File: config.mk
export PLATFORM = sky130hd
export DESIGN_NAME = nmea_gll_parser
export DESIGN_NICKNAME = d
export VERILOG_FILES = /design/src/rtl/nmea_gll_parser.sv
export SDC_FILE = /design/constraint.sdc
export NUM_CORES = 1
export LEC_CHECK = 0
export CAP_MARGIN = 20
export CORE_AREA = 5 5 113 195
export DETAILED_ROUTE_END_ITERATION = 8
export DIE_AREA = 0 0 118 200
export PLACE_DENSITY = 0.67
export SLEW_MARGIN = 30
export SYNTH_ARGS = -nofsm -noshare
export SYNTH_HDL_FRONTEND = slang
export SYNTH_SLANG_ARGS = --single-unit
export TNS_END_PERCENT = 30
File: constraint.sdc
create_clock -name Clk -period 4.8 [get_ports Clk]
set_clock_uncertainty 0.15 [all_clocks]
set_input_delay 1.44 -clock Clk [delete_from_list [all_inputs] [get_ports Clk]]
set_output_delay 1.44 -clock Clk [all_outputs]
set_load 0.01 [all_outputs]
File: src/rtl/nmea_gll_parser.sv
// $GPGLL sentence parser: frames NMEA bytes from the UART, checks the XOR checksum,
// decodes position/time/status and holds the last good fix on registered outputs.
module nmea_gll_parser #(
    parameter int MAX_LEN = 82,
    parameter int DEG_SAT = 255
) (
    input  logic        Clk,
    input  logic        Reset,
    input  logic [7:0]  rx_data,
    input  logic        rx_valid,
    output logic [7:0]  lat_deg,
    output logic [7:0]  lat_min,
    output logic        lat_south,
    output logic [7:0]  lon_deg,
    output logic [7:0]  lon_min,
    output logic        lon_west,
    output logic [23:0] time_bcd,
    output logic        fix_valid,
    output logic        frame_done,
    output logic        cksum_ok,
    output logic        frame_err
);

    // state  | meaning
    // IDLE   | hunting for '$'
    // HDR    | matching "GPGLL"
    // FIELDS | comma-separated payload, checksummed
    // CK_HI  | first checksum hex digit
    // CK_LO  | second checksum hex digit, completes the sentence
    typedef enum logic [2:0] {IDLE, HDR, FIELDS, CK_HI, CK_LO} state_t;

    localparam logic [7:0]  LP_MAX = 8'(MAX_LEN);
    localparam logic [11:0] LP_SAT = 12'(DEG_SAT);

    state_t      r_state, w_state_nxt;
    logic [7:0]  r_len, r_cksum;
    logic [2:0]  r_hdr_cnt, r_field_idx, r_fld_cnt, r_int_cnt, r_time_cnt;
    logic        r_dot, r_bad_field, r_status_ok, r_ck_bad;
    logic [7:0]  r_deg_acc;
    logic [3:0]  r_m_tens, r_m_ones, r_rx_hi;
    logic [23:0] r_time_sh;
    logic [7:0]  r_lat_deg_s, r_lat_min_s, r_lon_deg_s, r_lon_min_s;
    logic        r_lat_s_s, r_lon_w_s;

    logic [7:0]  r_lat_deg, r_lat_min, r_lon_deg, r_lon_min;
    logic        r_lat_south, r_lon_west, r_fix_valid, r_frame_done, r_cksum_ok, r_frame_err;
    logic [23:0] r_time_bcd;

    logic        w_is_dollar, w_is_star, w_is_comma, w_is_digit, w_is_dot;
    logic        w_len_abort, w_hdr_bad, w_abort, w_hex_ok, w_ck_match;
    logic [3:0]  w_hex_nib;
    logic [7:0]  w_hdr_char, w_min, w_deg_nxt;
    logic [11:0] w_deg_calc;

    assign w_is_dollar = rx_valid && (rx_data == 8'h24);
    assign w_is_star   = (rx_data == 8'h2A);
    assign w_is_comma  = (rx_data == 8'h2C);
    assign w_is_dot    = (rx_data == 8'h2E);
    assign w_is_digit  = (rx_data >= 8'h30) && (rx_data <= 8'h39);
    assign w_min       = {4'b0, r_m_tens} * 8'd10 + {4'b0, r_m_ones};
    assign w_deg_calc  = {4'b0, r_deg_acc} * 12'd10 + {8'b0, r_m_tens};
    assign w_deg_nxt   = (w_deg_calc > LP_SAT) ? LP_SAT[7:0] : w_deg_calc[7:0];
    assign w_abort     = w_len_abort || w_hdr_bad;
    assign w_ck_match  = w_hex_ok && !r_ck_bad && ({r_rx_hi, w_hex_nib} == r_cksum);

    always_comb begin
        w_hex_ok  = 1'b0;
        w_hex_nib = rx_data[3:0];
        if (w_is_digit) begin
            w_hex_ok = 1'b1;
        end else if ((rx_data >= 8'h41) && (rx_data <= 8'h46)) begin
            w_hex_ok  = 1'b1;
            w_hex_nib = rx_data[3:0] + 4'd9;
        end
    end

    always_comb begin
        case (r_hdr_cnt)
            3'd0:    w_hdr_char = 8'h47;
            3'd1:    w_hdr_char = 8'h50;
            3'd2:    w_hdr_char = 8'h47;
            default: w_hdr_char = 8'h4C;
        endcase
    end

    always_ff @(posedge Clk) begin
        if (Reset) r_state <= IDLE;
        else       r_state <= w_state_nxt;
    end

    always_comb begin
        w_state_nxt = r_state;
        w_len_abort = 1'b0;
        w_hdr_bad   = 1'b0;
        if (rx_valid) begin
            if (w_is_dollar) begin
                w_state_nxt = HDR;
            end else if ((r_state != IDLE) && (r_len >= LP_MAX)) begin
                w_len_abort = 1'b1;
                w_state_nxt = IDLE;
            end else begin
                case (r_state)
                    HDR: begin
                        if (rx_data != w_hdr_char) begin
                            w_hdr_bad   = 1'b1;
                            w_state_nxt = IDLE;
                        end else if (r_hdr_cnt == 3'd4) begin
                            w_state_nxt = FIELDS;
                        end
                    end
                    FIELDS:  if (w_is_star) w_state_nxt = CK_HI;
                    CK_HI:   w_state_nxt = CK_LO;
                    CK_LO:   w_state_nxt = IDLE;
                    default: w_state_nxt = IDLE;
                endcase
            end
        end
    end

    always_ff @(posedge Clk) begin
        if (Reset) begin
            r_len <= '0; r_cksum <= '0; r_hdr_cnt <= '0; r_field_idx <= '0;
            r_fld_cnt <= '0; r_int_cnt <= '0; r_time_cnt <= '0; r_dot <= 1'b0;
            r_bad_field <= 1'b0; r_status_ok <= 1'b0; r_ck_bad <= 1'b0;
            r_deg_acc <= '0; r_m_tens <= '0; r_m_ones <= '0; r_rx_hi <= '0;
            r_time_sh <= '0; r_lat_deg_s <= '0; r_lat_min_s <= '0;
            r_lon_deg_s <= '0; r_lon_min_s <= '0; r_lat_s_s <= 1'b0; r_lon_w_s <= 1'b0;
            r_lat_deg <= '0; r_lat_min <= '0; r_lat_south <= 1'b0;
            r_lon_deg <= '0; r_lon_min <= '0; r_lon_west <= 1'b0;
            r_time_bcd <= '0; r_fix_valid <= 1'b0; r_frame_done <= 1'b0;
            r_cksum_ok <= 1'b0; r_frame_err <= 1'b0;
        end else begin
            r_frame_done <= 1'b0;
            r_frame_err  <= 1'b0;
            if (rx_valid) begin
                if (w_is_dollar) begin
                    r_len <= 8'd1; r_cksum <= '0; r_hdr_cnt <= '0; r_field_idx <= '0;
                    r_fld_cnt <= '0; r_int_cnt <= '0; r_time_cnt <= '0; r_dot <= 1'b0;
                    r_bad_field <= 1'b0; r_status_ok <= 1'b0; r_ck_bad <= 1'b0;
                    r_deg_acc <= '0; r_m_tens <= '0; r_m_ones <= '0; r_time_sh <= '0;
                    r_lat_deg_s <= '0; r_lat_min_s <= '0; r_lon_deg_s <= '0;
                    r_lon_min_s <= '0; r_lat_s_s <= 1'b0; r_lon_w_s <= 1'b0;
                end else if (w_abort) begin
                    r_frame_err <= 1'b1;
                end else begin
                    if (r_state != IDLE) r_len <= r_len + 8'd1;
                    case (r_state)
                        HDR: begin
                            r_cksum   <= r_cksum ^ rx_data;
                            r_hdr_cnt <= r_hdr_cnt + 3'd1;
                        end
                        FIELDS: begin
                            if (!w_is_star) r_cksum <= r_cksum ^ rx_data;
                            if (w_is_comma || w_is_star) begin
                                // field boundary: commit the finished field, then clear per-field state
                                case (r_field_idx)
                                    3'd1: begin r_lat_deg_s <= r_deg_acc; r_lat_min_s <= w_min; end
                                    3'd3: begin r_lon_deg_s <= r_deg_acc; r_lon_min_s <= w_min; end
                                    3'd2, 3'd4: if (r_fld_cnt == 3'd0) r_bad_field <= 1'b1;
                                    3'd5: if (r_time_cnt != 3'd6) r_bad_field <= 1'b1;
                                    default: ;
                                endcase
                                r_fld_cnt <= '0; r_int_cnt <= '0; r_dot <= 1'b0;
                                r_deg_acc <= '0; r_m_tens <= '0; r_m_ones <= '0;
                                if (w_is_comma && (r_field_idx != 3'd7))
                                    r_field_idx <= r_field_idx + 3'd1;
                            end else begin
                                if (r_fld_cnt != 3'd7) r_fld_cnt <= r_fld_cnt + 3'd1;
                                case (r_field_idx)
                                    3'd1, 3'd3: begin
                                        if (w_is_digit) begin
                                            if (!r_dot) begin
                                                if (r_int_cnt == 3'd5) begin
                                                    r_bad_field <= 1'b1;
                                                end else begin
                                                    r_deg_acc <= w_deg_nxt;
                                                    r_m_tens  <= r_m_ones;
                                                    r_m_ones  <= rx_data[3:0];
                                                    r_int_cnt <= r_int_cnt + 3'd1;
                                                end
                                            end
                                        end else if (w_is_dot && !r_dot) begin
                                            r_dot <= 1'b1;
                                        end else begin
                                            r_bad_field <= 1'b1;
                                        end
                                    end
                                    3'd2: begin
                                        if ((r_fld_cnt == 3'd0) && ((rx_data == 8'h4E) || (rx_data == 8'h53)))
                                            r_lat_s_s <= (rx_data == 8'h53);
                                        else
                                            r_bad_field <= 1'b1;
                                    end
                                    3'd4: begin
                                        if ((r_fld_cnt == 3'd0) && ((rx_data == 8'h45) || (rx_data == 8'h57)))
                                            r_lon_w_s <= (rx_data == 8'h57);
                                        else
                                            r_bad_field <= 1'b1;
                                    end
                                    3'd5: begin
                                        if (w_is_digit && !r_dot && (r_time_cnt != 3'd6)) begin
                                            r_time_sh  <= {r_time_sh[19:0], rx_data[3:0]};
                                            r_time_cnt <= r_time_cnt + 3'd1;
                                        end else if (w_is_dot) begin
                                            r_dot <= 1'b1;
                                        end
                                    end
                                    3'd6: r_status_ok <= (r_fld_cnt == 3'd0) && (rx_data == 8'h41);
                                    default: ;
                                endcase
                            end
                        end
                        CK_HI: begin
                            r_rx_hi <= w_hex_nib;
                            if (!w_hex_ok) r_ck_bad <= 1'b1;
                        end
                        CK_LO: begin
                            r_frame_done <= 1'b1;
                            r_cksum_ok   <= w_ck_match;
                            if (w_ck_match && r_status_ok && !r_bad_field && (r_field_idx >= 3'd6)) begin
                                r_lat_deg   <= r_lat_deg_s;
                                r_lat_min   <= r_lat_min_s;
                                r_lat_south <= r_lat_s_s;
                                r_lon_deg   <= r_lon_deg_s;
                                r_lon_min   <= r_lon_min_s;
                                r_lon_west  <= r_lon_w_s;
                                r_time_bcd  <= r_time_sh;
                                r_fix_valid <= 1'b1;
                            end
                        end
                        default: ;
                    endcase
                end
            end
        end
    end

    assign lat_deg    = r_lat_deg;
    assign lat_min    = r_lat_min;
    assign lat_south  = r_lat_south;
    assign lon_deg    = r_lon_deg;
    assign lon_min    = r_lon_min;
    assign lon_west   = r_lon_west;
    assign time_bcd   = r_time_bcd;
    assign fix_valid  = r_fix_valid;
    assign frame_done = r_frame_done;
    assign cksum_ok   = r_cksum_ok;
    assign frame_err  = r_frame_err;

endmodule

==> impl_results.md, run 1 <==
- Outcome: completed
- Area occupied by multi-input gates: 4984 sq um
- FF+latch count, synth: 178
- CTS Hold Bufs: 0
- Avg Cell Area, Syn: 8.378 sq um
- Hold Path Cell Cnt: 2
- Sequential Area: 3563 sq um
- Post-CTS resize count: 0
- CTS tree: built
- Initial core utilization: 0.4446
- NumNets Final: 1176
- Row count: 69
- CTS Buf Count: 17
- Antenna diodes: 0
- Final setup viols: 0
- CP max FO: 37
- Share of power burned in registers: 0.483
- Max-Slew Margin vs Limit: 0.4698
- Main synth FF type: dfxtp_1
- Yosys warnings: 0
- Register area share after synthesis: 0.3968
- Die footprint: 23600 sq um
- Fin. Hold Viols: 0
- Total grt overflow: 0
- CP Data Arrival Time: 4.17 ns
- Core area: 20200 sq um
- Die X: 118 um
- Critical path type: in -> reg
- Final wirelength: 24430 um
- Worst Tran Pin Value: 0.7944 ns
- Yosys cell types: 86
- RSZ-0062 raised after global routing: no
- NetSw: 728.6 uW
- Global-route wire length before repair: 40080 um
- Area share of the largest cell type after synthesis: 0.3968
- Power density over cell area: 289.9 nW/um^2
- Count leader, synth: dfxtp_1
- Worst skew pair latency: 0.43 ns
- DRC: 0
- Routed len/inst: 17.74 um
- Int Power: 2.343 mW
- Critical R2R Launch: r_deg_acc[1]
- Worst vdd ir: 186.7 uV
- CP endpoint kind: register
- Min-delay src: r_lon_deg_s[7]
- Layout cells sized above 1: 0.09743
- Clk root buf: clkbuf_16
- Clock transition at path regs: 0.07 ns
- Antenna violations before repair: 0
- Worst Reg-to-Reg Cells: 9
- Vias per cell: 5.952
- Post-synth EDFFs: 0
- Synth area leaders: dfxtp_1 (40%), a21oi_1 (8.0%), ha_1 (6.3%)
- I/O pin cnt: 73
- Longest Clk Path Bufs: 2
- Via count: 8196
- Hpwl dp: 16690 um
- Comb power frac: 0.042
- Detail Route Antenna Nets: 0
- Reg-to-reg endpoint: r_deg_acc[1]
- Max-Cap Viols: 0
- Number of port buffers: 72
- CP Launch Type: input port
- Hold Crit Class: reg -> reg
- Largest net degree at the start of global routing: 73
- Worst Hold End: r_lon_deg_s[7]
- Filler cell count: 1914
- Worst R2R Setup Slack: 1.30 ns
- Most common library cells after synthesis: dfxtp_1 (178), a21oi_1 (144), nand2_1 (113)
- Leakage power: 3.731 nW
- Syn Nets: 1132
- Final Total Pwr: 3.072 mW
- Area growth from synthesis to layout: 17.96%
- TritonCTS Sinks: 178
- Drt initial violations: 568
- Switch share: 0.2372
- FMAX: 248.0 MHz
- # Post-CTS Setup Buffers: 0
- Cell taking the most area after synthesis: dfxtp_1
- Final Slew Violations: 0
- Worst path required time: 4.94 ns
- Routability Congestion: 0.9392
- Vias in the first global route: 8039
- Die H: 200 um
- Cell count after synthesis: 1072
- Final period util: 0.8402
- Post-Syn Area: 8981 sq um
- Min cycle time layout: 4.033 ns
- GRT Util Overall: 0.2056
- First-pass DRT Iterations: 5
- Ys async rst share: 0
- Setup TNS: 0 ns
- Clock share of power: 0.476
- H-tree Lvls: 4
==> worst max-delay path by stage <==
stage | startpoint | end | depth (start not counted)
final | rx_data[1] | lat_min[7] | 10
after global routing | rx_data[1] | time_bcd[8] | 10
after CTS | rx_data[1] | time_bcd[15] | 10
after detailed placement | rx_data[1] | time_bcd[15] | 10
after global placement | rx_data[1] | lat_min[7] | 10
after floorplan | rx_data[1] | lat_deg[0] | 11
==> state kept, by name, indices dropped and copies added, names as in the netlist, 4 cells and up <==
name / count
r_cksum: 8
lat_deg: 8
lat_min: 8
lon_min: 8
r_deg_acc: 8
r_time_sh: 24
r_rx_hi: 4
r_m_tens: 4
r_m_ones: 4
lon_deg: 8
r_lat_min_s: 8
r_lon_deg_s: 8
r_lat_deg_s: 8
r_len: 8
time_bcd: 24
r_lon_min_s: 8
==> power by group through the flow <==
stage	Combinational [mW]	Sequential, mW	Clock [mW]
after floorplan	0.0837	1.52	0
after global placement	0.126	1.52	0
after detailed placement	0.126	1.52	0
after CTS	0.127	1.48	1.48
after global routing	0.139	1.48	1.54
final	0.128	1.48	1.46
==> per-layer routing <==
metal / GRT usage / routed length [um]
met2: 0.3766 / 13170
met5: 0 / 0
met4: 0.1076 / 839
met1: 0.2307 / 9523
met3: 0.02960 / 902
==> through the flow <==
stage | worst slack [ns] | hold WS (ns) | std cells | area (sq um) | util
global placement | 0.3407 | 0.2902 | 1345 | 9983 | 0.4942
floorplan | 0.8829 | 0.2822 | 1072 | 8981 | -
finish | 0.7671 | 0.3067 | 1377 | 10590 | 0.5244
CTS | 0.7764 | 0.3031 | 1377 | 10590 | 0.5244
detailed placement | 0.3066 | 0.2935 | 1345 | 9983 | 0.4942
global route | 0.6217 | 0.3211 | 1377 | 10590 | 0.5244
==> critical path, cell delays in order <==
cell,delay (ns)
clkdlybuf4s50_1,0.42
inv_1,0.14
ha_1,0.25
or3b_1,0.44
a31oi_1,0.31
xnor2_1,0.17
or3_4,0.50
buf_12,0.20
o21ai_0,0.19
a21oi_1,0.08
==> layout make-up <==
cell class / count / area share
Timing Repair Buffer: 108 / 0.09921
Clock inverter: 11 / 0.01323
Multi-Input combinational cell: 791 / 0.4704
Tap cell: 248 / 0.02929
Clock buffer: 21 / 0.04441
Inverter: 20 / 0.007086
Sequential cell: 178 / 0.3364
==> logic make-up (layout without fill, tap and decap cells) <==
logic type               after synthesis  count (layout)  share of synthesized area
flip-flops                           178             178                     0.3968
buffers and inverters                103             160                    0.05085
multiplexers                          11              11                    0.01240
AO/OA/AOI/OAI                        317             317                     0.2148
adder cells (fa/ha/maj)               49              49                    0.07161
AND/OR/NAND/NOR                      392             392                     0.2321
XOR/XNOR                              22              22                    0.02145
==> cells in the final DEF (no fill, tap or decap), types with 12 or more instances in the layout <==
cell and n:
a21oi_1 144, buf_4 32, clkbuf_16 17, clkdlybuf4s50_1 71, dfxtp_1 178, ha_1 45, inv_1 19, nand2_1 113
nand3_1 76, nand4_1 64, nor2_1 46, nor3_1 18, o21ai_0 73, o21ai_1 12, xnor2_1 18
Power figures use the tool's default switching activity.
==> run 2, diff against run 1 <==
Settings changed: PLACE_DENSITY 0.67 to 0.69.
Clock period 4.8 ns to 3.7 ns, I/O delays scaled along.
==> run 2 against run 1 <==
  * Worst setup slack worse by 0.62 ns
  * Die area stayed put
  * Final cell count up 4.9%
  * Count of clock-buffer cells in the layout is the same
  * Design area grew 5.4%
  * Power up 29%
  * Via count increased by 2.1%
  * Non-clock buffer count rose by 69
  * Combinational power increased by 59%
  * Sequential share of layout area down 1.7 points
  * First-iteration DRC count decreased by 0.70%
  * Largest cell class unchanged
==> impl_results.md, run 2 (synthesized netlist as in run 1, its figures left out) <==
- Slowest stage delay, CP: 0.56 ns (+0.06 ns)
- Die footprint: 23600 sq um (unchanged)
- CTS Buf Count: 17 (unchanged)
- Max-Cap Viols: 0 (unchanged)
- I/O pin cnt: 73 (unchanged)
- CP endpoint kind: register
- Hold WS: 0.3091 ns (+0.002441 ns)
- Critical path depth in cells: 11 (+1)
- Via count: 8371 (+2.1%)
- CP max FO: 7 (-81%)
- Power density over cell area: 353.9 nW/um^2 (+22%)
- Most common library cell in the layout ignoring fill and taps: dfxtp_1
- Routability Congestion: 0.9657 (+2.8%)
- Routed len/inst: 17.49 um (-1.4%)
- Largest delay contributor family on the critical path: buffers and inverters
- Non-Filler Instances: 1445 (+4.9%)
- Worst R2R Setup Slack: 0.23 ns (-1.07 ns)
- Detail Route Antenna Nets: 0 (unchanged)
- Worst skew pair latency: 0.44 ns (about the same)
- Most frequent cells in the layout: dfxtp_1 (178), a21oi_1 (144), nand2_1 (113)
- Reg-to-reg endpoint: r_deg_acc[0]
- Antenna diodes: 0 (unchanged)
- Total grt overflow: 0 (unchanged)
- Worst Tran Pin Value: 0.8202 ns (+0.02578 ns)
- Worst vdd ir: 276.4 uV (+48%)
- Largest net degree at the start of global routing: 133 (+82%)
- # Post-CTS Setup Buffers: 0 (unchanged)
- Area growth from synthesis to layout: 24.28%
- Final period util: 0.9591
- NetSw: 950.8 uW (+30%)
- Global-route wire length before repair: 40840 um (+1.9%)
- CP Data Arrival Time: 3.76 ns (-0.41 ns)
- Clk root buf: clkbuf_16
- DRC: 0 (unchanged)
- Worst-path cell chain: clkdlybuf4s50_1 > inv_1 > ha_1 > buf_4 > or3b_2 > nand4_1 > a2111oi_2 > buf_4 > o21a_1 > nor2_1 > o2bb2ai_1
- Row count: 69 (unchanged)
- CP endpoint: r_deg_acc[5]
- First-pass DRT Iterations: 4 (-1)
- NumNets Final: 1245 (+5.9%)
- CP Launch Type: input port
- Worst Reg-to-Reg Cells: 9 (unchanged)
- Clock share of power: 0.461 (-0.015)
- Die X: 118 um (unchanged)
- Worst path required time: 3.91 ns (-1.03 ns)
- Critical Path Source: rx_data[0]
- Die H: 200 um (unchanged)
- RSZ-0062 raised after global routing: no
- Top cell by count, worst path: buf_4
- FMAX: 281.8 MHz
- Final Core Density: 0.5525 (+0.02812)
- CTS Hold Bufs: 0 (unchanged)
- Longest Clk Path Bufs: 2 (unchanged)
- Core area: 20200 sq um (unchanged)
- Antenna violations before repair: 0 (unchanged)
- Buf+Inv Stages, Crit Path: 4 (+1)
- H-tree Lvls: 4 (unchanged)
- Number of port buffers: 72 (unchanged)
- Critical path type: in -> reg
- Initial core utilization: 0.4446 (unchanged)
- Inst Count DP: 1414 (+5.1%)
- Slowest CP cell: clkdlybuf4s50_1
- CTS tree: built
- Int Power: 3.000 mW (+28%)
- Drt initial violations: 564 (-0.70%)
- Final wirelength: 25270 um (+3.4%)
- Final setup viols: 0 (unchanged)
- Layout cells sized above 1: 0.1487 (+0.05127)
- Hold Crit Class: reg -> reg
- Comb power frac: 0.052 (+0.010)
- Switch share: 0.2407 (+0.003454)
- Post-CTS resize count: 0 (unchanged)
- Share of power burned in registers: 0.487 (+0.004)
- TritonCTS Sinks: 178 (unchanged)
- Setup TNS: 0 ns (unchanged)
- Outcome: completed
- Final Slew Violations: 0 (unchanged)
- Vias in the first global route: 8131 (+1.1%)
- Vias per cell: 5.793 (-2.7%)
- Max-Slew Margin vs Limit: 0.4490 (-0.02083)
- GRT Util Overall: 0.2088 (+0.003180)
- Fin. Hold Viols: 0 (unchanged)
- Critical R2R Launch: r_deg_acc[3]
- Min cycle time layout: 3.549 ns
- Final Total Pwr: 3.951 mW (+29%)
- Hpwl dp: 17720 um (+6.2%)
- Clock transition at path regs: 0.07 ns (about the same)
- Leakage power: 4.068 nW (+9.0%)
[run 2: power groups by stage]
stage | clock network, mW | registers, mW | logic [mW]
final | 1.82 | 1.92 | 0.204
after CTS | 1.85 | 1.92 | 0.202
after detailed placement | 0 | 1.97 | 0.201
after global placement | 0 | 1.97 | 0.199
after floorplan | 0 | 1.97 | 0.109
after global routing | 1.92 | 1.92 | 0.218
[run 2: final cells by class]
cell class,count,area (sq um)
tap,248,310.3
multi-input combinational,791,4984
clock inverter,10,115.1
inverter,20,75.07
sequential,178,3563
fill,1919,9040
clock buffer,21,470.5
timing repair buffer,177,1644
[run 2: worst min path at each step]
stage                        start             end  slack [ns]  depth (start not counted)
detailed placement  r_lon_min_s[3]  r_lon_min_s[3]        0.30                          2
floorplan            r_time_sh[20]   r_time_sh[20]        0.28                          2
global placement     r_time_sh[20]   r_time_sh[20]        0.29                          2
global route         r_time_sh[23]   r_time_sh[23]        0.32                          2
CTS                 r_lon_deg_s[1]  r_lon_deg_s[1]        0.31                          2
finish              r_lon_min_s[3]  r_lon_min_s[3]        0.31                          2
[run 2: worst min-delay path, delay by kind of cell, from the launching register on]
kind / cells / cell delay, ns
AND/OR/NAND/NOR: 2 / 0.11
flip-flops: 1 / 0.31
[run 2: per-stage QoR]
| stage | setup WS [ns] | instance area [sq um] |
|---|---|---|
| 2_1_floorplan | 0.1129 | 8981 |
| 3_3_place_gp | -0.2275 | 10580 |
| 3_5_place_dp | -0.2719 | 10580 |
| 4_1_cts | 0.1715 | 11160 |
| 5_1_grt | 0.001581 | 11160 |
| 6_report | 0.1513 | 11160 |
[run 2: layer usage]
layer / part of all wire / track usage / wire length (um) / vias to the layer above
li1: - / - / - / 4113
met1: 0.39 / 0.2264 / 9771 / 4043
met2: 0.55 / 0.4013 / 13980 / 155
met3: 0.023 / 0.02453 / 578 / 60
met4: 0.037 / 0.09821 / 939 / 0
met5: 0 / 0 / 0 / -
